===== src/rtl/axi_rd_arb_pkg.sv =====
// Shared types and constants for the two-master AXI read arbiter.
// Outstanding counts are CNT_W bits wide, so MAX_OUTS is limited to 15.
package axi_rd_arb_pkg;

  typedef enum logic [1:0] {
    ST_IDLE   = 2'd0,
    ST_GRANT0 = 2'd1,
    ST_GRANT1 = 2'd2
  } arb_state_e;

  localparam logic M0_IDX       = 1'b0;
  localparam logic M1_IDX       = 1'b1;
  localparam int   MAX_OUTS_DEF = 4;
  localparam int   CNT_W        = 4;

endpackage


===== src/rtl/axi_rd_outs_cnt.sv =====
// Saturating outstanding-burst counter, one instance per master.
// A simultaneous inc and dec cancel out; inc at full or dec at empty is ignored.
module axi_rd_outs_cnt
  import axi_rd_arb_pkg::*;
#(
  parameter int MAX_OUTS = MAX_OUTS_DEF
) (
  input  logic             clk,
  input  logic             rst,
  input  logic             inc,
  input  logic             dec,
  output logic [CNT_W-1:0] count,
  output logic             full,
  output logic             empty
);

  localparam logic [CNT_W-1:0] MAX_C = CNT_W'(MAX_OUTS);

  assign full  = (count >= MAX_C);
  assign empty = (count == '0);

  always_ff @(posedge clk or posedge rst) begin
    if (rst) begin
      count <= '0;
    end else if (inc && !dec && !full) begin
      count <= count + 1'b1;
    end else if (dec && !inc && !empty) begin
      count <= count - 1'b1;
    end
  end

endmodule


===== src/rtl/axi_rd_arb.sv =====
// Two-master AXI read-address arbiter with response routing by the top bit of s_rid.
// Define ARB_FIXED_PRIO_EN to give master 1 fixed priority instead of round-robin.
module axi_rd_arb
  import axi_rd_arb_pkg::*;
#(
  parameter int MAX_OUTS       = MAX_OUTS_DEF,
  parameter int BUS_ID_WIDTH   = 4,
  parameter int BUS_ADDR_WIDTH = 32,
  parameter int BUS_DATA_WIDTH = 32
) (
  input  logic                      clk,
  input  logic                      rst,
  // master 0 (IFU)
  input  logic [BUS_ID_WIDTH-1:0]   m0_arid,
  input  logic [BUS_ADDR_WIDTH-1:0] m0_araddr,
  input  logic [7:0]                m0_arlen,
  input  logic [2:0]                m0_arsize,
  input  logic [1:0]                m0_arburst,
  input  logic                      m0_arvalid,
  output logic                      m0_arready,
  output logic [BUS_ID_WIDTH-1:0]   m0_rid,
  output logic [BUS_DATA_WIDTH-1:0] m0_rdata,
  output logic [1:0]                m0_rresp,
  output logic                      m0_rlast,
  output logic                      m0_rvalid,
  input  logic                      m0_rready,
  // master 1 (LSU)
  input  logic [BUS_ID_WIDTH-1:0]   m1_arid,
  input  logic [BUS_ADDR_WIDTH-1:0] m1_araddr,
  input  logic [7:0]                m1_arlen,
  input  logic [2:0]                m1_arsize,
  input  logic [1:0]                m1_arburst,
  input  logic                      m1_arvalid,
  output logic                      m1_arready,
  output logic [BUS_ID_WIDTH-1:0]   m1_rid,
  output logic [BUS_DATA_WIDTH-1:0] m1_rdata,
  output logic [1:0]                m1_rresp,
  output logic                      m1_rlast,
  output logic                      m1_rvalid,
  input  logic                      m1_rready,
  // shared slave side
  output logic [BUS_ID_WIDTH:0]     s_arid,
  output logic [BUS_ADDR_WIDTH-1:0] s_araddr,
  output logic [7:0]                s_arlen,
  output logic [2:0]                s_arsize,
  output logic [1:0]                s_arburst,
  output logic                      s_arlock,
  output logic [3:0]                s_arcache,
  output logic [2:0]                s_arprot,
  output logic [3:0]                s_arqos,
  output logic                      s_aruser,
  output logic                      s_arvalid,
  input  logic                      s_arready,
  input  logic [BUS_ID_WIDTH:0]     s_rid,
  input  logic [BUS_DATA_WIDTH-1:0] s_rdata,
  input  logic [1:0]                s_rresp,
  input  logic                      s_rlast,
  input  logic                      s_rvalid,
  output logic                      s_rready,
  output logic                      stray_err_o
);

  arb_state_e       state_q, state_d;
  logic             grant0, grant1, elig0, elig1, tie_win;
  logic             full0, full1, empty0, empty1;
  logic [CNT_W-1:0] cnt_m0, cnt_m1;
  logic             r_sel, sel_zero, r_last_hs;
  logic             stray_q;

  assign grant0 = (state_q == ST_GRANT0);
  assign grant1 = (state_q == ST_GRANT1);
  assign elig0  = m0_arvalid && !full0;
  assign elig1  = m1_arvalid && !full1;

`ifdef ARB_FIXED_PRIO_EN
  assign tie_win = M1_IDX;
`else
  // Pointer holds the last granted master; the other one wins the next tie.
  logic last_q;

  always_ff @(posedge clk or posedge rst) begin
    if (rst) begin
      last_q <= M1_IDX;
    end else if (s_arvalid && s_arready) begin
      last_q <= grant1;
    end
  end

  assign tie_win = ~last_q;
`endif

  always_comb begin
    state_d = state_q;
    case (state_q)
      ST_IDLE: begin
        if (elig0 && elig1) state_d = (tie_win == M1_IDX) ? ST_GRANT1 : ST_GRANT0;
        else if (elig0)     state_d = ST_GRANT0;
        else if (elig1)     state_d = ST_GRANT1;
      end
      ST_GRANT0: if (s_arready) state_d = ST_IDLE;
      ST_GRANT1: if (s_arready) state_d = ST_IDLE;
      default:   state_d = ST_IDLE;
    endcase
  end

  always_ff @(posedge clk or posedge rst) begin
    if (rst) begin
      state_q <= ST_IDLE;
    end else begin
      state_q <= state_d;
    end
  end

  // AR path: the granted master drives the slave until its handshake completes.
  assign s_arvalid  = grant0 || grant1;
  assign m0_arready = grant0 && s_arready;
  assign m1_arready = grant1 && s_arready;
  assign s_arid     = grant1 ? {M1_IDX, m1_arid} : {M0_IDX, m0_arid};
  assign s_araddr   = grant1 ? m1_araddr  : m0_araddr;
  assign s_arlen    = grant1 ? m1_arlen   : m0_arlen;
  assign s_arsize   = grant1 ? m1_arsize  : m0_arsize;
  assign s_arburst  = grant1 ? m1_arburst : m0_arburst;
  assign s_arlock   = 1'b0;
  assign s_arcache  = 4'b0010;
  assign s_arprot   = 3'b100;
  assign s_arqos    = 4'b0000;
  assign s_aruser   = 1'b0;

  // R path: beats for a master with nothing outstanding are swallowed and flagged.
  assign r_sel     = s_rid[BUS_ID_WIDTH];
  assign sel_zero  = (r_sel == M1_IDX) ? (cnt_m1 == '0) : (cnt_m0 == '0);
  assign s_rready  = sel_zero ? 1'b1 : ((r_sel == M1_IDX) ? m1_rready : m0_rready);
  assign r_last_hs = s_rvalid && s_rready && s_rlast;

  assign m0_rvalid = s_rvalid && (r_sel == M0_IDX) && !empty0 && !rst;
  assign m1_rvalid = s_rvalid && (r_sel == M1_IDX) && !empty1 && !rst;
  assign m0_rid    = s_rid[BUS_ID_WIDTH-1:0];
  assign m1_rid    = s_rid[BUS_ID_WIDTH-1:0];
  assign m0_rdata  = s_rdata;
  assign m1_rdata  = s_rdata;
  assign m0_rresp  = s_rresp;
  assign m1_rresp  = s_rresp;
  assign m0_rlast  = s_rlast;
  assign m1_rlast  = s_rlast;

  always_ff @(posedge clk or posedge rst) begin
    if (rst) begin
      stray_q <= 1'b0;
    end else begin
      stray_q <= s_rvalid && sel_zero;
    end
  end

  assign stray_err_o = stray_q;

  axi_rd_outs_cnt #(.MAX_OUTS(MAX_OUTS)) u_cnt_m0 (
    .clk   (clk),
    .rst   (rst),
    .inc   (grant0 && s_arready),
    .dec   (r_last_hs && (r_sel == M0_IDX) && !empty0),
    .count (cnt_m0),
    .full  (full0),
    .empty (empty0)
  );

  axi_rd_outs_cnt #(.MAX_OUTS(MAX_OUTS)) u_cnt_m1 (
    .clk   (clk),
    .rst   (rst),
    .inc   (grant1 && s_arready),
    .dec   (r_last_hs && (r_sel == M1_IDX) && !empty1),
    .count (cnt_m1),
    .full  (full1),
    .empty (empty1)
  );

endmodule


===== config.mk =====
export PLATFORM = sky130hd
export DESIGN_NAME = axi_rd_arb
export DESIGN_NICKNAME = d
export VERILOG_FILES = /design/src/rtl/axi_rd_arb_pkg.sv /design/src/rtl/axi_rd_outs_cnt.sv /design/src/rtl/axi_rd_arb.sv
export SDC_FILE = /design/constraint.sdc
export NUM_CORES = 1
export LEC_CHECK = 0
export CAP_MARGIN = 20
export CORE_AREA = 2 2 115 117
export CTS_BUF_LIST = sky130_fd_sc_hd__clkbuf_4
export DETAILED_ROUTE_END_ITERATION = 12
export DIE_AREA = 0 0 117 119
export DONT_BUFFER_PORTS = 1
export GPL_TIMING_DRIVEN = 1
export PLACE_DENSITY = 0.38
export SLEW_MARGIN = 20
export SYNTH_ARGS = -nofsm -noshare
export SYNTH_HDL_FRONTEND = slang
export SYNTH_SLANG_ARGS = --single-unit

===== constraint.sdc =====
create_clock -name clk -period 3.21 [get_ports clk]
set_input_delay 0.4815 -clock clk [delete_from_list [all_inputs] [get_ports clk]]
set_output_delay 0.4815 -clock clk [all_outputs]
set_load 0.01 [all_outputs]

==> reports/results.tsv <==
stage	metric	value	unit
outcome	status	complete, no violations	
sta	fin_crit_sh	81.4	%
logic_synthesis	postSynth.asyncResetShare	100	%
final_layout	drive_above_1_share	37.1	%
logic_synthesis	synth_warnings	0	
sta	tightestPinTransition	628	ps
floorplan	initial_core_util	17.9	%
clock_tree	post_cts_buffers	0	
global_routing	antenna_found_initial	1	
logic_synthesis	synth_compound_area_share	10.4	%
clock_tree	cts-root-buf	clkbuf_4	
critical_path	cp-end-kind	register	
critical_path	crit_slowest_cell	dfrtp_1	
logic_synthesis	ys.flop_type	dfrtp_1	
final_layout	nNetsFinal	331	
route	routed_via_density	4.19	
critical_path	critPathMostFrequentCell	nand2_1	
power_and_ir_drop	seqPwrFrac	24.0	%
route	drc	0	
final_layout	diodes	0	
route	first_pass_iters	4	
floorplan	dieArea	13900	um2
floorplan	die_x	117	um
power_and_ir_drop	p_sw	649	uW
clock_tree	ctsHoldBuffers	0	
logic_synthesis	ys_seq_area_share	13.1	%
critical_path	path_cells	inv_1 -> ha_1 -> nand2_1 -> inv_1 -> nand2_1 -> or2_2 -> ha_1 -> a21o_1 -> a21oi_1 -> nand2_1 -> a211o_1	
route	wirelength	7480	um
clock_tree	clk_latency	280	ps
global_routing	grt_overflow_total	0	
floorplan	die_height	119	um
critical_path	crit_type	register to register	
sta	fin_skew	8.53	ps
clock_tree	cts_max_level	1	
clock_tree	numCtsBuffers	3	
final_layout	n_fill_cell	1478	
power_and_ir_drop	ir_worst_vdd	0.142	mV
sta	setup_tns	0	ps
route	via_count	1472	
critical_path	path_max_fanout	9	
global_routing	grt_pass1_wl	10000	um
power_and_ir_drop	p_sw_share	51.6	%
critical_path	start_kind	register	
sta	whs	124	ps
power_and_ir_drop	pwr-share-clk	8.3	%
sta	finalSetupViolations	0	
placement	port_buffers	0	
clock_tree	clk_path_buf_depth	2	
sta	fmax	383	MHz
clock_tree	path_clk_slew	90	ps
global_routing	grt_usage	10.1	%
sta	finalHoldViolCount	0	
power_and_ir_drop	leakage	0.000640	uW
sta	min_period	2610	ps
placement	dp_slack	594	ps
placement	place_congestion	0.797	
sta	slew_viol_final	0	
sta	slew_headroom	58.1	%
power_and_ir_drop	powerDensity	675	nW/um2
floorplan	rows	42	
logic_synthesis	synth-adder-area-share	5.55	%
logic_synthesis	synthXorXnorAreaFrac	0.762	%
power_and_ir_drop	pwr-share-comb	67.7	%
route	drt_iter0_drc	73	
sta	worst_slack	596	ps
floorplan	pin_count	294	
floorplan	coreArea	12900	um2
route	drtAntennaViolNets	0	
final_layout	areaGrowthSynthToFinish	-18.9	%
final_layout	layout_commonest_cell	mux2_2	
sta	rsz0062_at_grt	no	
global_routing	grt_pass1_vias	1481	
job	cap_violations	0	
logic_synthesis	synth-edff-count	0	
global_routing	grt_max_degree	53	
clock_tree	cts_resized	0	
logic_synthesis	ys_ff_latch	12	
power_and_ir_drop	p_int	610	uW
final_layout	layout_common_cells	mux2_2, conb_1, nand2_1	
clock_tree	clock-sinks	12	
logic_synthesis	synth_cell_types	49	
critical_path	crit_required	3380	ps
clock_tree	cts_tree	done	
logic_synthesis	syn_area	2300	um2
logic_synthesis	synth_mux_area_share	25.8	%
route	wire_per_inst	21.3	um
final_layout	finalNonFillerCells	351	
critical_path	cp.arrival	2780	ps
critical_path	slowest_delay	390	ps
placement	placedCellCount	347	
logic_synthesis	synth_top_family_by_area	buffers and inverters	
critical_path	rrSetupSlack	600	ps
logic_synthesis	syn_inst	259	
placement	hpwl	6510	um
logic_synthesis	postSynthAreaPerCell	8.88	um2
logic_synthesis	synthSimpleGateAreaFrac	11.0	%
worst_hold_path	hp-class	input port to asynchronous set/reset pin	
power groups by stage:
stage,registers [uW],clock network [uW],logic (uW)
after floorplan,278,0,817
final,302,105,852
after global placement,309,0,874
after global routing,316,122,945
after detailed placement,306,0,878
after CTS,303,109,885
state kept, by name (all words and copies together), names as in the netlist:
register / cells
stray_err_o: 1
u_cnt_m0.count: 4
u_cnt_m1.count: 4
last_q: 1
state_q: 2
routing by layer:
metal	vias up	GRT usage, %	share of wire [%]
met5	-	0	0.094
li1	639	-	-
met3	2	5.19	12
met2	158	15.0	45
met1	671	13.7	42
met4	2	0.588	0.053
synthesized netlist by cell type (all sizes together) (3+ instances only):
library cell | count | area share (%)
clkbuf | 6 | 0.98
o21ai | 8 | 1.7
a211oi | 3 | 1.2
dfrtp | 11 | 12
mux2 | 50 | 24
ha | 7 | 3.8
nand2 | 12 | 2.0
mux2i | 3 | 1.3
inv | 5 | 0.82
nor4 | 3 | 1.7
nor2b | 3 | 0.82
a21oi | 9 | 2.0
and4b | 3 | 1.4
nor2 | 7 | 1.3
buf | 95 | 31
nor3 | 3 | 0.65
kinds of logic after synthesis:
group | count (synthesis)
buffers and inverters | 106
multiplexers | 53
XOR/XNOR | 2
AND/OR/NAND/NOR | 41
flip-flops | 12
AO/OA/AOI/OAI | 34
other | 2
adder cells (fa/ha/maj) | 9
final cells by class:
type                    count  area, um2  area share [%]
clock buffers               3       22.5            1.21
multi-input cells         152       1280            68.8
clock inverters             1       3.75           0.201
well taps                 176        220            11.8
flip-flops and latches     12        302            16.2
repair buffers              2       15.0           0.805
inverters                   5       18.8            1.01
path summary, 6_finish.rpt:
check,start,end,depth (start not counted)
max in group asynchronous,rst,last_q,1
worst min-delay path,rst,stray_err_o,1
worst min register to register,state_q[0],state_q[0],2
min in group clk,s_rvalid,stray_err_o,1
worst max register to register,state_q[1],u_cnt_m0.count[3],11
worst max-delay path,state_q[1],u_cnt_m0.count[3],11
worst max-delay path: cells and delay by family, from the launching register on:
family | cells | cell delay [ps]
AO/OA/AOI/OAI | 3 | 670
adder cells (fa/ha/maj) | 2 | 420
buffers and inverters | 2 | 340
flip-flops | 1 | 390
AND/OR/NAND/NOR | 4 | 700
metrics by stage:
stage	total power, uW	utilization [%]	area, um2
final	1260	14.5	1870
after global routing	1380	14.5	1870
after CTS	1300	14.5	1870
after detailed placement	1180	14.3	1840
after global placement	1180	14.3	1840
after floorplan	1090	-	2340
Power figures use the tool's default switching activity.
